### config.mk
export PLATFORM = sky130hd
export DESIGN_NAME = led_bank_arbiter
export DESIGN_NICKNAME = d
export VERILOG_FILES = /design/src/rtl/led_bank_arbiter.sv
export SDC_FILE = /design/constraint.sdc
export NUM_CORES = 1
export LEC_CHECK = 0
export CORE_MARGIN = 1
export CORE_UTILIZATION = 45
export DETAILED_ROUTE_END_ITERATION = 16
export PLACE_DENSITY = 0.84
export REMOVE_ABC_BUFFERS = 1
export SYNTH_ARGS = -nofsm -noshare
export SYNTH_HDL_FRONTEND = slang
export SYNTH_SLANG_ARGS = --single-unit
### constraint.sdc
create_clock -name sys_clk -period 2.2 [get_ports sys_clk]
set_input_delay 0.55 -clock sys_clk [delete_from_list [all_inputs] [get_ports sys_clk]]
set_output_delay 0.55 -clock sys_clk [all_outputs]
set_load 0.005 [all_outputs]
### src/rtl/led_bank_arbiter.sv
// Round-robin arbiter sharing one LED bank between three pattern requesters.
// Each grant holds a captured pattern for a frozen cycle count, then leaves one dark cycle.
module led_bank_arbiter #(
  parameter int LED_W  = 3,
  parameter int HOLD_W = 16
) (
  input  logic                 sys_clk,
  input  logic                 sys_rst_n,
  input  logic [2:0]           req,
  input  logic [3*LED_W-1:0]   pattern,
  input  logic [HOLD_W-1:0]    hold_cycles,
  output logic [2:0]           gnt,
  output logic [2:0]           done,
  output logic [LED_W-1:0]     led,
  output logic                 busy
);

  typedef enum logic [1:0] {
    IDLE = 2'd0,
    HOLD = 2'd1,
    GAP  = 2'd2
  } state_e;

  state_e              state_q, state_d;
  logic [HOLD_W-1:0]   cnt_q, cnt_d;
  logic [1:0]          last_q, last_d;
  logic [2:0]          gnt_q, gnt_d;
  logic [2:0]          done_q, done_d;
  logic [LED_W-1:0]    led_q, led_d;
  logic                busy_q, busy_d;

  logic [1:0]          pick;
  logic                pick_vld;
  logic                owner_req;
  int                  idx;

  // Scan downwards so the candidate closest after last_q is assigned last and wins.
  always_comb begin
    pick     = 2'd0;
    pick_vld = 1'b0;
    idx      = 0;
    for (int k = 3; k >= 1; k--) begin
      idx = (int'(last_q) + k) % 3;
      if (req[idx]) begin
        pick     = idx[1:0];
        pick_vld = 1'b1;
      end
    end
  end

  // The current owner is identified by the registered one-hot grant itself.
  assign owner_req = |(req & gnt_q);

  always_comb begin
    // NOTE: every signal gets a default first so no path leaves it unassigned (no latches).
    state_d = state_q;
    cnt_d   = cnt_q;
    last_d  = last_q;
    gnt_d   = gnt_q;
    led_d   = led_q;
    done_d  = '0;

    case (state_q)
      IDLE, GAP: begin
        gnt_d   = '0;
        led_d   = '0;
        state_d = IDLE;
        if (pick_vld) begin
          state_d = HOLD;
          gnt_d   = 3'b001 << pick;
          led_d   = pattern[LED_W*pick +: LED_W];
          cnt_d   = (hold_cycles == '0) ? '0 : hold_cycles - HOLD_W'(1);
          last_d  = pick;
        end
      end
      HOLD: begin
        if (!owner_req) begin
          state_d = GAP;
          gnt_d   = '0;
          led_d   = '0;
        end else if (cnt_q == '0) begin
          state_d = GAP;
          gnt_d   = '0;
          led_d   = '0;
          done_d  = gnt_q;
        end else begin
          cnt_d = cnt_q - HOLD_W'(1);
        end
      end
      default: begin
        state_d = IDLE;
        gnt_d   = '0;
        led_d   = '0;
      end
    endcase

    busy_d = (state_d != IDLE);
  end

  // NOTE: state registers use non-blocking assignments so all flops update together at the edge.
  always_ff @(posedge sys_clk or negedge sys_rst_n) begin
    // NOTE: asynchronous reset clears everything at once; last_q=2 gives requester 0 first turn.
    if (!sys_rst_n) begin
      state_q <= IDLE;
      cnt_q   <= '0;
      last_q  <= 2'd2;
      gnt_q   <= '0;
      done_q  <= '0;
      led_q   <= '0;
      busy_q  <= 1'b0;
    end else begin
      state_q <= state_d;
      cnt_q   <= cnt_d;
      last_q  <= last_d;
      gnt_q   <= gnt_d;
      done_q  <= done_d;
      led_q   <= led_d;
      busy_q  <= busy_d;
    end
  end

  assign gnt  = gnt_q;
  assign done = done_q;
  assign led  = led_q;
  assign busy = busy_q;

endmodule
==> results of run 1 <==
==> state kept, by name, indices dropped and copies added, names as in the netlist <==
register,cells
state_q,2
cnt_q,16
done,3
busy,1
last_q,2
gnt,3
led,3
==> synthesized netlist by cell type (all sizes together), types with 4 or more instances <==
master  number  area, µm²
nor4         5       46.3
o21ai       16       80.1
o32ai        5       43.8
nor2        11       41.3
nor3         9       50.1
inv         11       41.3
nand2       17       63.8
ha           6       75.1
o22ai       15       93.8
a22o        12        105
dfrtp       29        726
or3          5       31.3
xor2         9       78.8
clkbuf       9       33.8
mux2i        7       70.1
nand2b       5       31.3
o211ai       4       30.0
nand3        9       45.0
nor2b        4       25.0
or4          4       33.8
==> what timing repair did <==
| item | CTS | global route |
|---|---|---|
| cloned | 0 | 0 |
| gates resized for setup | 11 | 11 |
| endpoints found under the hold margin | 0 | 0 |
| hold buffers | 0 | 0 |
| pin swaps | 3 | 2 |
| setup endpoints to repair | 17 | 26 |
| setup buffers | 2 | 1 |
==> layout by cell type, fill, tap and decap left out, types with 3 or more instances in the layout <==
master / Yosys / layout
mux2i_1: 7 / 7
xnor2_1: 3 / 3
xor2_1: 9 / 9
or3_1: 5 / 5
nor3_2: 1 / 4
nor2b_1: 4 / 4
dfrtp_1: 29 / 29
nand2b_1: 5 / 4
a21o_1: 3 / 3
nand3_1: 9 / 9
o22ai_1: 15 / 15
o211ai_1: 4 / 4
buf_4: 0 / 61
clkbuf_8: 0 / 8
nand3b_1: 3 / 3
buf_6: 2 / 3
clkdlybuf4s50_1: 0 / 37
o32ai_1: 5 / 5
and2_1: 3 / 3
a22o_1: 12 / 12
nand4_1: 3 / 3
or4_1: 3 / 3
nor2_1: 11 / 11
nand2_1: 17 / 17
nor3_1: 8 / 5
inv_1: 11 / 10
o21ai_0: 16 / 15
==> layer usage <==
layer / share of wire [%] / routed length, µm
met3: 5.9 / 391
met1: 41 / 2740
met5: 0 / 0
met2: 50 / 3320
met4: 2.7 / 176
==> worst reg2reg max path: stages, from the launching register on <==
cell and delay [ps]:
dfstp_2 580, inv_2 70, ha_4 160, mux2i_1 170
o21ai_2 80, o41a_1 440, or2_4 290, buf_6 150
a22o_1 210
==> cells by family (layout without fill, tap and decap cells) <==
kind of cell / Yosys count / in the layout / share of synthesized area (%)
AO/OA/AOI/OAI: 69 / 69 / 23.7
AND/OR/NAND/NOR: 85 / 85 / 23.0
buffers and inverters: 22 / 122 / 4.60
flip-flops: 30 / 30 / 35.5
multiplexers: 9 / 9 / 4.72
adder cells (fa/ha/maj): 6 / 6 / 3.54
XOR/XNOR: 12 / 12 / 4.96
==> path summary, 6_finish.rpt <==
| check | startpoint | to | cells past startpoint |
|---|---|---|---|
| max | last_q[1] | cnt_q[4] | 8 |
| min | cnt_q[15] | cnt_q[15] | 1 |
| max reg2reg | last_q[1] | cnt_q[4] | 8 |
| min reg2reg | cnt_q[15] | cnt_q[15] | 1 |
| max in group asynchronous | sys_rst_n | last_q[1] | 2 |
| min in group asynchronous | sys_rst_n | cnt_q[3] | 2 |
==> where the power goes <==
group / internal (W) / leakage [nW] / total, W / switching [W]
logic: 0.00138 / 0.955 / 0.00266 / 0.00129
clock network: 0.000316 / 0.0575 / 0.000521 / 0.000205
registers: 0.000801 / 0.374 / 0.00101 / 0.000209
total: 0.00249 / 1.39 / 0.00420 / 0.00170
==> through the flow <==
stage,instance area (µm²),util [%]
2_1_floorplan,2060,-
3_3_place_gp,2980,67.1
3_5_place_dp,2980,67.1
4_1_cts,3160,71.0
5_1_grt,3220,72.4
6_report,3220,72.4
==> final cells by class <==
class,count,area [µm²]
clock buffer,8,110
fill,307,1230
inverter,11,41.3
multi-input combinational,181,1360
sequential,30,752
tap,52,65.1
timing repair buffer,103,887
==> results by stage, run 1 <==
Outcome:
- The run finished, with violations left.
- The final reports fail on DRC, setup timing.

Yosys:
- The average size of a mapped cell is 9.10 µm².
- The Yosys step of the flow raised 0 warnings.
- The number of synthesized flops with an enable pin is 0.
- The synthesized flop and latch total is 30.
- After synthesis, the share of flip-flops with an asynchronous set or reset is 100%.
- After synthesis the cells add up to 2120 µm².
- The sequential cell area fraction in the yosys report is 35.5%.
- The post-synthesis cell type count is 51.
- Among all flip-flop cells after synthesis, the most frequent one is dfrtp_1.
- The gate count of the mapped netlist is 233.

Route:
- After the first detailed-routing iteration, the DRC count stood at 238.
- Dividing the detail-routed wire length by the instance count gives 17.2 µm.
- The routed layout has 2336 vias.
- Before antenna repair, the detailed router went through 11 iterations.
- The DRC violation count after routing is 2.
- Using the TritonRoute via totals, the vias-per-cell ratio works out to 6.07.
- The detail route stage leaves a number of antenna-violating nets equal to 0.
- The wire length after detailed routing is 6.63 mm.

Final layout:
- The total number of nets in the final design is 368.
- The layout overhead on the synthesized area is 51.7%.
- The count of non-filler cells in the finished layout is 385.
- The total inserted antenna cells is 0.
- The proportion of layout cells with a drive suffix above 1 is 28.8%.

Setup path:
- The critical path in this run is classified as reg -> reg.
- The launching element type of the critical path is a flip-flop.
- The number of buffers and inverters on the critical path is 2.
- Walking the worst path, the cells encountered are inv_2, ha_4, mux2i_1, o21ai_2, o41a_1, or2_4, buf_6, a22o_1.
- The data required time of the critical path is 2370 ps.
- The maximum fanout count along the critical path is 8.
- In this run the register-to-register setup slack is -70 ps.
- The kind of end point of the critical path is a flip-flop.
- In this design, the largest share of critical-path delay is due to compound AO/OA/AOI/OAI gates.
- The slowest stage cell on the critical path is dfstp_2.
- For the worst setup path, the data arrival time is 2440 ps.
- The largest stage delay on the critical path is 580 ps.

Clock tree:
- The number of clock buffers added by TritonCTS is 5.
- The TritonCTS clock tree is built.
- The number of clock sinks is 30.
- The clock transition at the register clock pins on the worst setup and hold paths after CTS is 60 ps.
- CTS built an H-tree with a depth of 2.
- The tree is rooted in a clkbuf_8.
- The clock reaches the later pin of the worst-skew pair after 280 ps.
- The largest buffer count on any clock path is 2.

Floorplanning:
- The die is 70.6 µm tall.
- The width of the die is 70.6 µm.
- After floorplanning, the core was sized to cover 4440 µm².
- The number of rows in the core area is 24.
- The die covers 4990 µm².
- 40 I/O pins were placed.
- The initial cell density of the core is 47.7%.

STA:
- The highest clock rate is 440 MHz.
- Setup violations remaining at the end of the flow were counted as 15.
- After layout, the worst path uses 103% of the clock period.
- The final hold violation count is 0.
- The headroom to the max-slew limit is 62.0%.
- The worst path in the final design needs a cycle of 2270 ps, including I/O delays and setup.
- Setup repair after global routing could not meet its margin everywhere.
- The worst clock skew is 0.796 ps.
- The worst-case setup margin in the final layout is -72.2 ps.
- At the pin with the least slew margin, the transition time is 563 ps.
- After routing, the total negative slack on setup checks comes to -700 ps.
- The worst hold margin is 510 ps.
- The final-report max-slew violation count is 0.

GRT:
- Entering global routing, the biggest net connects 31 pins.
- The most used routing layer in global routing is met2.
- For this run, global-route usage on met3 was measured as 5.13%.
- For this run, the total global-route usage over all layers was measured as 27.2%.
- The global-route wire length before repair is 10.7 mm.
- The number of antenna violations at the first check in global routing was 0.
- Global routing consumed, on the met2 layer, 46.9% of the routing resources.
- For this run the aggregate overflow at the end of global routing stands at 0.
- The via count of the first global-routing pass came to 2305.
- The met1 routing resource usage after global routing is 33.8%.

Placement:
- The last weighted congestion value of the routability-driven placer is 0.917.
- After detailed placement, the design holds a cell count of 374.
- The placed wire-length estimate is 4.60 mm.
- Prior to clock tree synthesis, the placed netlist has a worst setup slack of -439 ps.
- During placement, the flow inserted port buffers numbering 39.

Power:
- The sum of internal, switching and leakage power is 0.00420 W.
- The maximum VDD drop is 610 µV.
- For this design the ratio of total power to cell area is 1300 nW/µm².
- Summed over all cells, the static leakage comes to 1.39 nW.

Worst hold path:
- The worst hold-check path type is reg -> reg.

Run:
- Across the run, the number of max-cap violations was 0.
Note: power is estimated with default switching activity, not from simulation.
==> run 2, diff against run 1 <==
Settings changed: ABC_AREA set to 1, CTS_CLUSTER_DIAMETER set to 200, CTS_CLUSTER_SIZE set to 40, PLACE_DENSITY 0.84 to 0.83.
==> run 2 against run 1 <==
  * Worst setup slack better by 340 ps
  * Global-route usage down 5.5 points
  * First-iteration DRC count decreased by 64%
  * Largest power group unchanged
  * Synthesized area increased by 14%
  * Fmax grew 18%
  * Final cell count grew 28%
  * Cell area decreased by 6.1%
  * Register-to-register slack better by 380 ps
  * Clock skew up 3.4 ps
  * The run now ends clean
==> results by stage, run 2 <==
Yosys:
- In this run, synthesis inferred 0 flip-flops with an integrated enable.
- The sequential cell area fraction in the yosys report is 31.2%.
- The area of the mapped netlist is 2410 µm².
- The synthesized flop and latch total is 30.
- By count the netlist is led by nand2_1 (123), nor2_1 (47), inv_1 (41), nand3_1 (40), dfrtp_1 (29).
- Of all flip-flops after synthesis, the portion carrying an async set or reset was 100%.
- The most used flip-flop cell after synthesis is dfrtp_1.
- The most repeated cell in the gate-level netlist after synthesis is nand2_1.
- The cell type with the largest total area after synthesis is dfrtp_1.
- The top cell type by area accounts for 30.1% of the synthesized area.
- The gate count of the mapped netlist is 373.
- Yosys attributes the largest share of cell area to dfrtp_1 (30%), nand2_1 (19%), nand3_1 (8.3%).
- The number of different library cells used by synthesis comes to 33.
- After synthesis, the mean cell area works out to 6.47 µm².
- The number of warnings issued by yosys is 0.

Final layout:
- The register bank with the most flops is cnt_q.
- Leaving out filler cells and counting taps, the final layout contains 492.
- The most common library cell in the layout ignoring fill and taps is nand2_1.
- Cells with a size suffix above 1 make up 9.48% of the layout.
- After the last flow step, the layout net total stands at 457.
- The register with the most flip-flops in the layout has 16 of them.
- The top cell types in the final layout, fill and taps aside, are nand2_1 (123), nor2_1 (47), inv_1 (41).
- The number of antenna diodes in the final layout is 0.
- The layout overhead on the synthesized area is 25.1%.
- Cells fill 58.8% of the core in the end.

GRT:
- After global routing the overflow that remains totals 0.
- The first global-routing pass estimated 9.23 mm of wire.
- The number of antenna violations at the first check in global routing is 0.
- Global routing used 21.7% of the available tracks across all layers.
- The pin count of the biggest net entering global routing is 31.
- The via count of the first global-routing pass is 2206.

Route:
- After the first detailed-routing iteration, the DRC count stood at 86.
- After detailed routing, the number of remaining DRC violations is 0.
- The remaining antenna violation count after routing is 0.
- Using the TritonRoute via totals, the vias-per-cell ratio works out to 5.07.
- After detailed routing, the average wire length per cell comes to 11.4 µm.
- For this run, the detailed router's first-pass iteration total came to 4.
- Wires add up to 5.59 mm.
- The routed layout has 2494 vias.

STA:
- The highest clock rate is 518 MHz.
- The final critical delay including setup and external delays is 1930 ps.
- The final-report max-slew violation count is 0.
- The final hold violation count is 0.
- The setup violation total in the final timing report is 0.
- The worst clock skew is 4.24 ps.
- The worst hold margin is 517 ps.
- Setup repair after global routing left no endpoint under its margin.
- The actual slew at the worst max-slew pin is 374 ps.
- Measured against its own limit, the worst slew margin works out to 75.0%.
- After layout, the worst path uses 87.8% of the clock period.
- After routing, the total negative slack on setup checks comes to 0 ps.

Setup path:
- The length in cells of the worst reg-to-reg path is 12.
- The critical path goes through clkdlybuf4s50_1, inv_1, ha_1, nand2_1, inv_1, nand3b_1, nand2_2, inv_2, nand2_1, nand2_1, nand2_1, nand2_1.
- The kind of end point of the critical path is a flip-flop.
- Grouping stages by cell kind, the critical path spends the most delay in buffers and inverters.
- The destination of the worst register-to-register timing path is led[1].
- Along the worst path, the maximum fanout reaches 9.
- The largest individual stage delay along the critical path comes from the cell clkdlybuf4s50_1.
- The worst setup path category is in -> reg.
- STA puts the critical path data arrival time at 2150 ps.
- The largest stage delay on the critical path is 480 ps.
- The worst register-to-register path begins at last_q[0].
- Across all register-to-register paths, the minimum setup slack is 310 ps.
- Together, buffers and inverters on the worst path number 4.
- The most numerous cell on the critical path is nand2_1.
- The data required time of the critical path is 2420 ps.
- The worst setup path is launched from an input pin.

Power:
- The analysis attributes to cell leakage a power of 1.49 nW.
- For this design the ratio of total power to cell area is 1330 nW/µm².
- IR analysis of the VDD net gives a maximum drop of 528 µV.

Clock tree:
- The H-tree generated during clock tree synthesis spans 2 levels.
- The clock passes through at most 2 buffers.
- After clock tree synthesis, the clock-pin slew on the worst setup and hold paths is 60 ps.
- Hold repair after CTS inserted 0 buffers.
- The number of clock sinks is 30.
- Post-CTS repair changed the size of 0 cells.
- The number of setup buffers added after CTS is 0.
- The clock latency on the worst-skew pair is 280 ps.
- CTS placed an instance of clkbuf_8 at the clock tree root.
- The TritonCTS clock tree is built.
- TritonCTS created 5 clock buffers.

Outcome:
- The flow ran to the end, and the final reports show no timing, DRC or antenna violations.

Placement:
- The number of placed instances, taps included, is 484.
- After legalization and detailed placement, the total HPWL measured 4.42 mm.
- The congestion estimate from routability-driven global placement came to 0.941.
- The number of buffers inserted by port buffering is 39.

Floorplanning:
- The initial cell density of the core is 47.0%.
- The number of rows in the core area is 26.
- The die is 75.2 µm wide.
- The placeable core area is 5140 µm².
- During I/O placement, the number of pins put on the boundary was 40.
- The y dimension of the die is 75.2 µm.
- The die area is 5660 µm².

Worst hold path:
- The hold path startpoint is led[2].
- The worst hold-check path type is reg -> reg.
- The worst min-delay path endpoint is led[2].
- Counting instances, the worst hold path has a depth of 2.

Run:
- The tool flagged a number of max-cap violations equal to 0.
run 2: cell types whose count changed in the layout (fill, tap and decap cells not counted), sizes merged, moves of 12 or more:
cell / before / now
buf: 64 / 8
inv: 11 / 48
nor2: 11 / 53
o22ai: 15 / 3
a22o: 12 / 0
nand2: 17 / 127
nand3: 9 / 44
run 2: stage by stage:
stage	instance area [µm²]	total power (W)	worst slack [ps]
after floorplan	2370	0.00271	471
after global placement	2930	0.00351	51.9
after detailed placement	2930	0.00358	-28.0
after CTS	3020	0.00405	279
after global routing	3020	0.00442	90.8
final	3020	0.00403	268
run 2: cell type report:
cell class | count | area (µm²)
multi-input combinational | 289 | 1430
sequential | 30 | 752
inverter | 48 | 180
fill | 500 | 2120
tap | 70 | 87.6
clock inverter | 1 | 5.00
clock buffer | 7 | 86.3
timing repair buffer | 47 | 475
run 2: routing by layer:
metal	part of all wire (%)	track usage, %
met2	48	37.8
met1	44	26.2
met5	0	0
met3	4.8	2.95
met4	3.0	11.3
run 2: cell families after synthesis:
group,Yosys count,share of synthesized area (%)
adder cells (fa/ha/maj),6,3.11
AND/OR/NAND/NOR,233,42.4
flip-flops,30,31.2
XOR/XNOR,13,4.72
AO/OA/AOI/OAI,37,9.23
buffers and inverters,54,9.44
run 2: worst max path at each step:
stage,depth (start not counted),slack [ps],to,startpoint
finish,12,270,cnt_q[8],hold_cycles[0]
global route,12,90,cnt_q[15],hold_cycles[0]
CTS,12,280,cnt_q[15],hold_cycles[0]
detailed placement,12,-30,cnt_q[8],hold_cycles[0]
global placement,12,50,cnt_q[8],hold_cycles[0]
floorplan,11,470,cnt_q[3],last_q[1]
run 2: worst min-delay path, stage by stage, from the launching register on:
cell and delay, ps:
dfrtp_1 340, nand2_1 60, nand3_1 80
run 2: report_power, final:
group / total, W / leakage [nW] / switching [W] / internal [W]
clock network: 0.000454 / 0.0482 / 0.000203 / 0.000252
logic: 0.00253 / 1.06 / 0.00153 / 0.000994
registers: 0.00105 / 0.377 / 0.000233 / 0.000816
